<file path="src/rtl/router_pkg.sv">
// Shared router definitions: flit layout, VC count and a VC-id helper.
// Field positions describe the mesh flit format; this block only reads VC_BIT.
package router_pkg;
  localparam int FLIT_W      = 64;
  localparam int VC_BIT      = 63;
  localparam int XDIR_BIT    = 62;
  localparam int YDIR_BIT    = 61;
  localparam int HOPX_MSB    = 55;
  localparam int HOPX_LSB    = 52;
  localparam int HOPY_MSB    = 51;
  localparam int HOPY_LSB    = 48;
  localparam int PAYLOAD_MSB = 47;
  localparam int PAYLOAD_LSB = 0;
  localparam int NUM_VC      = 2;

  typedef logic [FLIT_W-1:0] flit_t;

  function automatic logic flit_vc(input flit_t f);
    return f[VC_BIT];
  endfunction
endpackage

</file>
<file path="src/rtl/vc_output_ctrl_if.sv">
// Requester-side and link-side signals of one output-port controller.
// The controller binds the slave modport; the input ports / link model bind master.
interface vc_output_ctrl_if #(
  parameter int NUM_REQ = 4,
  parameter int FLIT_W  = 64
);
  // Handshake: req_si[i] is valid for flit req_di[i]; grant[i] is its same-cycle
  // ready, and the flit transfers on the clock edge where both are high. On the
  // link, out_so already includes out_ro, so out_so high means the flit is taken.
  logic [NUM_REQ-1:0]        req_si;
  logic [NUM_REQ*FLIT_W-1:0] req_di;
  logic [NUM_REQ-1:0]        grant;
  logic                      out_so;
  logic [FLIT_W-1:0]         out_do;
  logic                      out_ro;

  modport slave (
    input  req_si, req_di, out_ro,
    output grant, out_so, out_do
  );

  modport master (
    output req_si, req_di, out_ro,
    input  grant, out_so, out_do
  );
endinterface

</file>
<file path="src/rtl/vc_output_ctrl_rr_arbiter.sv">
// Combinational round-robin picker: first asserted req at or after ptr, wrapping.
// Pointer storage lives in the parent so one picker serves one VC.
module rr_arbiter #(
  parameter int NUM_REQ = 4,
  parameter int IW      = (NUM_REQ > 1) ? $clog2(NUM_REQ) : 1
) (
  input  logic [NUM_REQ-1:0] req,
  input  logic [IW-1:0]      ptr,
  output logic [NUM_REQ-1:0] gnt,
  output logic [IW-1:0]      winner
);

  logic          found;
  logic [IW-1:0] idx;

  function automatic logic [IW-1:0] wrap_idx(input logic [IW-1:0] base, input int off);
    int s;
    s = int'(base) + off;
    if (s >= NUM_REQ) s = s - NUM_REQ;
    return IW'(s);
  endfunction

  always_comb begin
    gnt    = '0;
    winner = '0;
    found  = 1'b0;
    idx    = '0;
    for (int k = 0; k < NUM_REQ; k++) begin
      idx = wrap_idx(ptr, k);
      if (!found && req[idx]) begin
        found    = 1'b1;
        winner   = idx;
        gnt[idx] = 1'b1;
      end
    end
  end

endmodule

</file>
<file path="src/rtl/vc_output_ctrl.sv">
// Per-output-port controller: fills the VC equal to polarity from the requesters
// and drains the other VC to the link. Define VC_OCTRL_PERF_EN for flit/stall counters.
module vc_output_ctrl #(
  parameter int NUM_REQ = 4,
  parameter int FLIT_W  = router_pkg::FLIT_W,
  parameter int VC_BIT  = router_pkg::VC_BIT
) (
  input  logic               clk,
  input  logic               reset,
  input  logic               polarity,
  vc_output_ctrl_if.slave    bus
`ifdef VC_OCTRL_PERF_EN
  ,
  output logic [31:0]        flit_cnt,
  output logic [31:0]        stall_cnt
`endif
);
  import router_pkg::*;

  localparam int IW = (NUM_REQ > 1) ? $clog2(NUM_REQ) : 1;

  logic [NUM_VC-1:0]  buf_v;
  logic [FLIT_W-1:0]  buf_d   [NUM_VC];
  logic [IW-1:0]      rr_ptr  [NUM_VC];
  logic [NUM_REQ-1:0] elig    [NUM_VC];
  logic [NUM_REQ-1:0] arb_gnt [NUM_VC];
  logic [IW-1:0]      arb_win [NUM_VC];

  logic               fill_vc;
  logic               drain_vc;
  logic [IW-1:0]      win;
  logic [IW-1:0]      next_ptr;
  logic [FLIT_W-1:0]  win_flit;

  assign fill_vc  = polarity;
  assign drain_vc = ~polarity;

  // A full entry masks every request for its VC, so the holder simply retries.
  always_comb begin
    for (int v = 0; v < NUM_VC; v++) begin
      for (int i = 0; i < NUM_REQ; i++) begin
        elig[v][i] = bus.req_si[i] && (bus.req_di[i*FLIT_W + VC_BIT] == v[0]) && !buf_v[v];
      end
    end
  end

  for (genvar v = 0; v < NUM_VC; v++) begin : g_arb
    rr_arbiter #(.NUM_REQ(NUM_REQ), .IW(IW)) u_arb (
      .req    (elig[v]),
      .ptr    (rr_ptr[v]),
      .gnt    (arb_gnt[v]),
      .winner (arb_win[v])
    );
  end

  assign bus.grant = reset ? arb_gnt[fill_vc] : '0;
  assign win       = arb_win[fill_vc];
  assign next_ptr  = (win == IW'(NUM_REQ - 1)) ? '0 : win + IW'(1);

  always_comb begin
    win_flit = '0;
    for (int i = 0; i < NUM_REQ; i++) begin
      if (win == IW'(i)) win_flit = bus.req_di[i*FLIT_W +: FLIT_W];
    end
  end

  assign bus.out_so = buf_v[drain_vc] & bus.out_ro & reset;
  assign bus.out_do = buf_d[drain_vc];

  // Fill and drain always touch different entries, so both updates can land together.
  always_ff @(posedge clk) begin
    if (!reset) begin
      buf_v <= '0;
      for (int v = 0; v < NUM_VC; v++) rr_ptr[v] <= '0;
    end else begin
      if (|bus.grant) begin
        buf_v[fill_vc]  <= 1'b1;
        buf_d[fill_vc]  <= win_flit;
        rr_ptr[fill_vc] <= next_ptr;
      end
      if (bus.out_so) buf_v[drain_vc] <= 1'b0;
    end
  end

`ifdef VC_OCTRL_PERF_EN
  always_ff @(posedge clk) begin
    if (!reset) begin
      flit_cnt  <= '0;
      stall_cnt <= '0;
    end else begin
      if (bus.out_so && (flit_cnt != '1)) flit_cnt <= flit_cnt + 32'd1;
      if (buf_v[drain_vc] && !bus.out_ro && (stall_cnt != '1)) stall_cnt <= stall_cnt + 32'd1;
    end
  end
`endif

endmodule

</file>
<file path="src/flat_wrapper.sv">
// flat-port wrapper written by rule: the top's interface ports become plain ports
module vc_output_ctrl_flat import router_pkg::*;
#(
  parameter int NUM_REQ = 4,
  parameter int FLIT_W  = router_pkg::FLIT_W,
  parameter int VC_BIT  = router_pkg::VC_BIT
)
  (clk, reset, polarity, bus_req_si, bus_req_di, bus_out_ro, bus_grant, bus_out_so, bus_out_do);
  vc_output_ctrl_if #(.NUM_REQ(NUM_REQ), .FLIT_W(FLIT_W)) bus_i ();
  input  logic clk;
  input  logic reset;
  input  logic polarity;
  input wire logic [$bits(bus_i.req_si)-1:0] bus_req_si;
  input wire logic [$bits(bus_i.req_di)-1:0] bus_req_di;
  input wire logic [$bits(bus_i.out_ro)-1:0] bus_out_ro;
  output wire logic [$bits(bus_i.grant)-1:0] bus_grant;
  output wire logic [$bits(bus_i.out_so)-1:0] bus_out_so;
  output wire logic [$bits(bus_i.out_do)-1:0] bus_out_do;
  assign bus_i.req_si = bus_req_si;
  assign bus_i.req_di = bus_req_di;
  assign bus_i.out_ro = bus_out_ro;
  assign bus_grant = bus_i.grant;
  assign bus_out_so = bus_i.out_so;
  assign bus_out_do = bus_i.out_do;
  vc_output_ctrl #(.NUM_REQ(NUM_REQ), .FLIT_W(FLIT_W), .VC_BIT(VC_BIT)) u_core (.clk(clk), .reset(reset), .polarity(polarity), .bus(bus_i));
endmodule
</file>
<file path="config.mk">
export PLATFORM = sky130hd
export DESIGN_NAME = vc_output_ctrl_flat
export DESIGN_NICKNAME = d
export VERILOG_FILES = /design/src/rtl/router_pkg.sv /design/src/rtl/vc_output_ctrl_if.sv /design/src/rtl/vc_output_ctrl_rr_arbiter.sv /design/src/rtl/vc_output_ctrl.sv /design/src/flat_wrapper.sv
export SDC_FILE = /design/constraint.sdc
export NUM_CORES = 1
export LEC_CHECK = 0
export BUFFER_PORTS_ARGS = -buffer_cell sky130_fd_sc_hd__buf_2
export CAP_MARGIN = 20
export CORE_MARGIN = 10
export CORE_UTILIZATION = 52
export DETAILED_ROUTE_END_ITERATION = 10
export GPL_ROUTABILITY_DRIVEN = 1
export PLACE_DENSITY = 0.86
export SKIP_CTS_REPAIR_TIMING = 1
export SLEW_MARGIN = 20
export SYNTH_ARGS = -nofsm -noshare
export SYNTH_HDL_FRONTEND = slang
export SYNTH_SLANG_ARGS = --single-unit
</file>
<file path="constraint.sdc">
create_clock -name clk -period 6.48 [get_ports clk]
set_clock_uncertainty 0.05 [all_clocks]
set_input_delay 1.296 -clock clk [delete_from_list [all_inputs] [get_ports clk]]
set_output_delay 1.296 -clock clk [all_outputs]
set_load 0.05 [all_outputs]
</file>
==> reports/metrics.csv, run 1 <==
metric,value,unit
status,completed,
H-Tree Depth,4,
chip height,142,um
CP Launch Type,input port,
vias in the first global route,6873,
Slew headroom,32.5,%
wire per inst,19.4,um
Post-Syn Area,7770,sq um
GR Layer Usage met3,8.34,%
CTS tree,done,
Yosys cell types,59,
final period utilization,78.8,%
fin nets,1315,
min cycle time layout,5.11,ns
number of max-cap violations,0,
RSZ-0062 raised after global routing,false,
Initial Util,53.3,%
sequential share of the synthesized area,51.5,%
dpl hpwl,17700,um
initial drt markers,467,
Worst Path Required,6.59,ns
clock sinks,134,
Setup CP Type,input port to register,
Post-synth EDFFs,132,
Boundary Pins,333,
clk buf depth,2,
GRT Resource Usage Total,22.1,%
M2 GR Usage,38.4,%
total number of yosys warnings,0,
DR vias,6937,
Detail Route Antenna Nets,0,
first-pass iteration count of the detailed router,6,
Area after DPL,9550,sq um
fmax,196,MHz
"Avg Cell Area, Syn",10.6,sq um
Critical path buffers and inverters,3,
ratio of cells with drive above 1 in the final layout,43.3,%
fin area,10100,sq um
DIE WIDTH,142,um
maximum vdd drop,0.253,mV
Worst Hold Class,register to register,
PwrDens,434,nW/um^2
die footprint,20200,sq um
Crit path arrival time,5.22,ns
total wire length,23800,um
initial antenna violation count,0,
Static Leak,4.21,nW
dominant synthesized flop cell,edfxtp_1,
DRC viols,0,
setup_tns,0,ns
clk root buf,clkbuf_16,
crit path cell chain,"buf_2, nor4bb_2, nor2_1, mux2_4, or2_1, a221oi_1, a21oi_1, o32a_1, inv_1, ha_1, nor2b_4, buf_12, a22oi_1, nor2_1, a21oi_1, o21ai_0",
synthesized flop and latch total,134,
first-pass GRT wire length,35600,um
global route overflow,0,
# port buffers,332,
"Reg clk slew, reported paths",0.06,ns
Post-Synthesis Net Count,1014,
core area,14600,sq um
gr busiest metal,met2,
Via density,5.64,
Async SR Flop Fraction,0,%
CTS buffer count,17,
Worst Tran Pin Value,1.01,ns
met1 Use GR,24.3,%
setup violators final,0,
critical path capture point type,register,
largest net degree at the start of global routing,77,
"Max FO, Critical Path",32,
Crit-path slowest cell,nor2b_4,
"Clk Latency, worst-skew pair",0.40,ns
Crit path max-delay family,simple AND/OR/NAND/NOR gates,
Max stage delay on crit path,0.69,ns
Fin. Hold Viols,0,
P&R area growth vs syn,30.1,%
standard-cell row count,44,
Slew Limit Fails,0,
GP Congestion,0.874,
Mapped Cells,730,
## sequential cells by signal, summed over array words and instances, names as in the netlist
signal,flops
u_core.buf_d,128
u_core.buf_v,2
u_core.rr_ptr,4
## cell usage in the layout, fill, tap and decap left out, types with 5 or more instances in the layout
master,netlist,routed
o21ai_0,70,70
mux2_2,64,64
buf_2,0,331
nand2_1,72,72
a22oi_1,67,67
a21o_1,5,5
nor2_1,75,75
a21oi_1,76,76
ha_1,20,17
edfxtp_1,132,132
clkbuf_16,0,17
nor3b_1,5,5
nand3_1,5,5
inv_1,10,10
## Yosys cell counts, drive strengths merged (3+ instances only)
cell    number  share of area, %
clkbuf      43               2.1
nand2b       3              0.24
buf         12              0.92
nor3         3              0.19
inv         10              0.48
nor3b        5              0.48
or2          3              0.27
nor2        75               3.6
nand3        5              0.32
a221oi       6              0.92
o21ai       76               5.1
a221o        4              0.52
a22oi       67               6.5
or3          4              0.32
nand2       72               3.5
a21oi       76               4.9
nor2b        3              0.24
a21o         5              0.48
edfxtp     132                51
ha          20               3.2
mux2        65               9.5
and2         6              0.55
## kinds of logic after synthesis
family / count (synthesis) / synth area share [%]
compound gates: 252 / 20.6
simple gates: 193 / 11.6
flops: 134 / 51.5
mux: 66 / 9.59
buf+inv: 65 / 3.48
fa+ha+maj: 20 / 3.22
## final cells by class
class	count	area, sq um
Fill cell	1070	4470
Sequential cell	134	4000
Multi-Input combinational cell	531	3550
Timing Repair Buffer	337	1730
Clock buffer	19	433
Tap cell	184	230
Clock inverter	13	131
Inverter	10	37.5
Antenna cell	1	2.50
## power breakdown
group	internal [mW]	total [mW]	switching (mW)	leakage, nW
registers	1.39	1.48	0.0883	1.29
logic	0.615	1.99	1.38	2.66
clock network	0.563	0.913	0.350	0.267
## path summary, 6_finish.rpt
kind | from | endpoint | slack [ns] | cells past startpoint
setup reg to reg | u_core.rr_ptr[1][0]$_SDFFCE_PN0P_ | u_core.buf_d[1][56]$_DFFE_PP_ | 1.50 | 14
hold / removal | u_core.buf_v[1]$_SDFF_PN0_ | u_core.buf_v[1]$_SDFF_PN0_ | 0.61 | 1
hold reg to reg | u_core.buf_v[1]$_SDFF_PN0_ | u_core.buf_v[1]$_SDFF_PN0_ | 0.61 | 1
setup / recovery | bus_req_di[63] | u_core.buf_d[1][56]$_DFFE_PP_ | 1.37 | 16
## per-stage QoR
step	hold slack [ns]	power [mW]	util, %	cells	worst slack [ns]
2_1_floorplan	0.513	2.93	-	730	1.39
3_3_place_gp	0.588	3.41	65.5	1196	1.17
3_5_place_dp	0.602	3.48	65.5	1196	0.990
4_1_cts	0.607	4.39	69.3	1228	1.45
5_1_grt	0.629	4.63	69.3	1228	1.07
6_report	0.611	4.39	69.3	1229	1.37
## per-layer routing
metal  wire [um]  vias to the layer above
li1            -                     3355
met1        8640                     3214
met2       12300                      341
met3        2420                       27
met4         411                        0
met5           0                        -
## worst register-to-register path, stage by stage, from the launching register on
cell      delay (ns)
edfxtp_1        0.62
inv_1           0.25
ha_1            0.43
a211o_1         0.28
a221oi_2        0.49
o311ai_0        0.26
o32a_1          0.36
inv_1           0.15
ha_1            0.22
nor2b_4         0.69
buf_12          0.30
a22oi_1         0.10
nor2_1          0.13
a21oi_1         0.05
o21ai_0         0.36
Note: power is estimated with default switching activity, not from simulation.
==> inputs of run 2 (changes only) <==
CORE_UTILIZATION = 49   (was 52)
PLACE_DENSITY = 0.82   (was 0.86)
clock period = 4.7 ns   (was 6.48 ns; I/O delays follow)
==> run 2 against run 1 <==
Utilization decreased by 1.4 points. Final area increased by 3.2%. Sequential share of layout area decreased by 1.2 points. Worst hold slack got worse by 0.016 ns. Sequential power increased by 36%. Count of clock-buffer cells in the layout decreased by 1.
==> reports/metrics.csv, run 2 (synthesis gave the netlist of run 1 again) <==
metric,value,unit
die footprint,21300,sq um
Static Leak,4.36,nW
Worst Tran Pin Value,0.611,ns
clock sinks,134,
Fin. Hold Viols,0,
number of max-cap violations,0,
fin area,10400,sq um
H-Tree Depth,4,
Slew headroom,59.3,%
placed cell count,1239,
r2r setup slk,0.43,ns
DIE WIDTH,146,um
Crit path arrival time,4.41,ns
global route overflow,0,
DR vias,7023,
CP Launch Type,register,
critical path capture point type,register,
Crit-path slowest cell,edfxtp_1,
Reg with most FFs,u_core.buf_d,
initial drt markers,473,
DRC viols,0,
"Max FO, Critical Path",37,
Max stage delay on crit path,0.54,ns
clk buf depth,2,
maximum vdd drop,0.317,mV
wire per inst,19.8,um
largest net degree at the start of global routing,63,
min cycle time layout,4.27,ns
chip height,146,um
Initial Util,50.6,%
# port buffers,332,
fin nets,1331,
Slew Limit Fails,0,
clk root buf,clkbuf_16,
crit path cell chain,"inv_1, ha_1, mux2_4, or2_1, a221oi_1, a21oi_1, o32a_1, inv_1, ha_1, nor2b_4, buf_12, a22oi_1, nor2_1, a21oi_1, o21ai_0",
ratio of cells with drive above 1 in the final layout,44.2,%
GRT Resource Usage Total,22.4,%
Detail Route Antenna Nets,0,
Multi-input gate area,3550,sq um
fmax,234,MHz
RSZ-0062 raised after global routing,false,
most frequent cells in the layout,"buf_2, edfxtp_1, a21oi_1, nor2_1, nand2_1",
PwrDens,614,nW/um^2
Setup CP Type,register to register,
Via density,5.52,
Worst Path Required,4.84,ns
number of flip-flops under the largest register name,128,
final period utilization,90.9,%
Finished Layout Cells,1272,
first-pass GRT wire length,38400,um
"Reg clk slew, reported paths",0.06,ns
"Clk Latency, worst-skew pair",0.42,ns
fill count,1175,
Area after DPL,9780,sq um
dpl hpwl,19200,um
total wire length,25200,um
CTS buffer count,17,
standard-cell row count,45,
Largest regs,"u_core.buf_d: 128 flops, u_core.rr_ptr: 4 flops, u_core.buf_v: 2 flops",
"commonest non-fill, non-tap cell in the layout",buf_2,
status,completed,
vias in the first global route,7256,
first-pass iteration count of the detailed router,5,
GP Congestion,0.872,
core area,15400,sq um
initial antenna violation count,2,
CTS tree,done,
Boundary Pins,333,
setup violators final,0,
register area,4000,sq um
Worst Hold Class,register to register,
P&R area growth vs syn,34.3,%
run 2: changes by cell type in the layout (fill, tap and decap cells not counted):
cell	change
buf_4	+10
buf_12	+6
bufinv_16	+4
clkinv_2	-2
clkinvlp_4	-2
clkbuf_1	-1
clkinv_1	+1
run 2: final cells by class:
type / instances / area share [%]
tap: 211 / 2.53
multi-input combinational: 531 / 34.0
antenna: 1 / 0.0240
sequential: 134 / 38.3
clock inverter: 14 / 2.20
inverter: 10 / 0.359
clock buffer: 18 / 4.11
timing repair buffer: 353 / 18.4
run 2: metal layers:
metal / track usage, % / up-vias / part of all wire, %
li1: - / 3390 / -
met3: 6.05 / 52 / 6.8
met2: 38.6 / 328 / 51
met1: 25.6 / 3251 / 39
met4: 9.61 / 2 / 3.1
met5: 0 / - / 0.044
run 2: metrics by stage:
stage | utilization, % | setup TNS, ns | setup WS, ns | hold WS [ns] | total power, mW
5_1_grt | 67.9 | 0 | 0.160 | 0.656 | 6.73
2_1_floorplan | - | -0.151 | -0.0378 | 0.513 | 4.04
3_3_place_gp | 63.6 | 0 | 0.170 | 0.577 | 4.84
6_report | 67.9 | 0 | 0.427 | 0.596 | 6.41
3_5_place_dp | 63.6 | 0 | 0.0865 | 0.584 | 4.93
4_1_cts | 67.9 | 0 | 0.467 | 0.595 | 6.42
run 2: power breakdown:
group | switching (mW) | total [mW] | internal, mW
Combinational | 1.96 | 2.91 | 0.946
Clock | 0.495 | 1.48 | 0.990
Sequential | 0.101 | 2.02 | 1.92
Total | 2.56 | 6.41 | 3.85
run 2: path summary, 6_finish.rpt:
kind	from	endpoint	cells past startpoint
worst max register to register	u_core.rr_ptr[0][0]$_SDFFCE_PN0P_	u_core.buf_d[1][29]$_DFFE_PP_	15
worst min-delay path	u_core.buf_v[1]$_SDFF_PN0_	u_core.buf_v[1]$_SDFF_PN0_	1
worst max-delay path	u_core.rr_ptr[0][0]$_SDFFCE_PN0P_	u_core.buf_d[1][29]$_DFFE_PP_	15
worst min register to register	u_core.buf_v[1]$_SDFF_PN0_	u_core.buf_v[1]$_SDFF_PN0_	1
run 2: critical path, delay by kind of cell (launching register included):
family,cells,cell delay (ns)
buffers and inverters,3,0.54
multiplexers,1,0.36
flip-flops,1,0.54
adder cells (fa/ha/maj),2,0.61
AND/OR/NAND/NOR,3,0.58
AO/OA/AOI/OAI,6,1.31
==> inputs of run 3 (changes only) <==
ABC_AREA = 1   (was not set)
PLACE_DENSITY = 0.81   (was 0.82)
==> run 3 against run 2 <==
Largest cell class unchanged. Largest power group unchanged. Critical endpoint is now u_core.buf_d[0][55]$_DFFE_PP_. Die area grew 4.2%. Routed wire length grew 12%. Final area rose by 2.1%.
==> reports/metrics.csv, run 3 <==
metric,value,unit
"Max FO, Critical Path",64,
"Avg Cell Area, Syn",7.66,sq um
Static Leak,5.26,nW
Design Power,9.66,mW
DIE WIDTH,149,um
GRT Resource Usage Total,24.3,%
R2R depth,15,
chip height,149,um
crit path cell chain,"inv_2, ha_1, inv_1, nand3_1, nand2_1, nand2_2, nor3b_1, nand2_1, nand3_1, nand2_1, inv_1, ha_2, buf_4, a221oi_1, o31ai_1",
"Reg clk slew, reported paths",0.06,ns
switch share,49.5,%
cell taking the most area after synthesis,edfxtp_1,
most frequent cells in the layout,"nand2_1, buf_2, edfxtp_1, a21oi_1, nor2_1",
Net Switching,4.79,mW
diode count,0,
Boundary Pins,333,
synthesized flop and latch total,134,
core area,16500,sq um
Critical path buffers and inverters,4,
placed cell count,1576,
Crit path arrival time,4.04,ns
RSZ-0062 raised after global routing,false,
largest net degree at the start of global routing,77,
Via density,5.26,
clock sinks,134,
Detail Route Antenna Nets,0,
fin nets,1659,
dominant synthesized flop cell,edfxtp_1,
dpl hpwl,20800,um
wire per inst,17.5,um
Yosys cell types,31,
Worst Tran Pin Value,0.865,ns
synth top area cells,"edfxtp_1, nand2_1, a21oi_1",
Hold Crit Depth,2,
sequential share of the synthesized area,49.1,%
status,completed,
synth cell count leaders,"nand2_1, edfxtp_1, a21oi_1, nor2_1, clkbuf_1",
Post-Synthesis Net Count,1348,
global route overflow,0,
number of flip-flops under the largest register name,128,
Worst Min Path Start,u_core.buf_v[0]$_SDFF_PN0_,
Setup CP Type,register to register,
total wire length,28200,um
PwrDens,906,nW/um^2
Post-Syn Area,8150,sq um
internal power,4.87,mW
Initial Util,49.5,%
DRC viols,0,
Clock Power Share,14.0,%
first-pass GRT wire length,43100,um
Crit path depth,15,
ratio of cells with drive above 1 in the final layout,30.8,%
Largest regs,"u_core.buf_d: 128 flops, u_core.rr_ptr: 4 flops, u_core.buf_v: 2 flops",
Fin. Hold Viols,0,
GP Congestion,0.930,
Max stage delay on crit path,0.60,ns
Worst Path Required,4.85,ns
vias in the first global route,8189,
initial antenna violation count,0,
Crit-path slowest cell,edfxtp_1,
r2r setup slk,0.81,ns
fmax,257,MHz
Post-synth EDFFs,132,
final period utilization,82.8,%
Reg power frac,28.2,%
maximum vdd drop,0.653,mV
clk buf depth,2,
"Clk Latency, worst-skew pair",0.42,ns
standard-cell row count,47,
"commonest non-fill, non-tap cell in the layout",nand2_1,
fin area,10700,sq um
CP dominant cell by count,nand2_1,
Synth top area share,48.6,%
WHS Endpoint,u_core.buf_v[0]$_SDFF_PN0_,
Area after DPL,10100,sq um
clk root buf,clkbuf_16,
H-Tree Depth,4,
total number of yosys warnings,0,
Slew Limit Fails,0,
P&R area growth vs syn,30.8,%
launch point of the worst reg-to-reg path,u_core.rr_ptr[0][0]$_SDFFCE_PN0P_,
Comb power frac,57.8,%
DR vias,8453,
top-count cell post-synth,nand2_1,
first-pass iteration count of the detailed router,5,
min cycle time layout,3.89,ns
critical path capture point type,register,
setup_tns,0,ns
Slew headroom,42.3,%
Finished Layout Cells,1608,
initial drt markers,651,
# port buffers,332,
CTS buffer count,17,
Worst Hold Class,register to register,
number of max-cap violations,0,
CP Launch Type,register,
Mapped Cells,1064,
Async SR Flop Fraction,0,%
Crit path max-delay family,buffers and inverters,
CTS tree,done,
Reg with most FFs,u_core.buf_d,
Reg2Reg Capture Point,u_core.buf_d[0][55]$_DFFE_PP_,
die footprint,22200,sq um
setup violators final,0,
[run 3: tightest hold or removal path, cell delays in order (launching register included)]
cell and delay (ns):
dfxtp_1 0.35, inv_1 0.16, a21oi_2 0.07
[run 3: logic make-up (layout without fill, tap and decap cells)]
family | count (synthesis) | after routing | share of synthesized area [%]
simple gates | 669 | 669 | 33.8
compound gates | 148 | 148 | 9.55
flops | 134 | 134 | 49.1
buf+inv | 93 | 417 | 4.42
fa+ha+maj | 20 | 20 | 3.07
[run 3: routing by layer]
layer	wire (um)	up-vias	part of all wire [%]	global-route usage, %
met5	0	-	0	0
met4	806	0	2.9	8.54
met3	2530	53	9.0	6.31
met2	14200	439	50	41.3
met1	10600	3849	38	29.1
li1	-	4112	-	-
[run 3: stage by stage]
stage / setup WS [ns] / hold slack [ns] / utilization [%]
global route: 0.521 / 0.611 / 64.8
floorplan: -0.500 / 0.502 / -
finish: 0.810 / 0.576 / 64.8
detailed placement: 0.837 / 0.567 / 61.1
global placement: 0.963 / 0.563 / 61.1
CTS: 0.848 / 0.580 / 64.8
[run 3: power by group through the flow]
stage               sequential [mW]  clock (mW)  combinational, mW
finish                         2.72        1.35               5.58
global route                   2.78        1.41               6.13
CTS                            2.72        1.36               5.55
detailed placement             2.74           0               5.51
global placement               2.71           0               5.41
floorplan                      2.72           0               3.98
[run 3: area by class of cell]
| cell class | count | area [sq um] |
|---|---|---|
| repair buffers | 348 | 1820 |
| fillers | 1447 | 5800 |
| well taps | 220 | 275 |
| clock buffers | 17 | 425 |
| inverters | 37 | 146 |
| multi-input cells | 837 | 3820 |
| flip-flops and latches | 134 | 4000 |
| clock inverters | 15 | 178 |
[run 3: how the worst max path moves through the flow]
stage               slack [ns]                              start                             to
floorplan                -0.50                    bus_req_di[255]   u_core.buf_d[0][0]$_DFFE_PP_
global route              0.52  u_core.rr_ptr[0][0]$_SDFFCE_PN0P_  u_core.buf_d[0][18]$_DFFE_PP_
CTS                       0.85  u_core.rr_ptr[0][0]$_SDFFCE_PN0P_                   bus_grant[1]
detailed placement        0.84                     bus_req_di[63]  u_core.buf_d[1][52]$_DFFE_PP_
finish                    0.81  u_core.rr_ptr[0][0]$_SDFFCE_PN0P_  u_core.buf_d[0][55]$_DFFE_PP_
global placement          0.96                      bus_req_si[2]  u_core.buf_d[0][63]$_DFFE_PP_
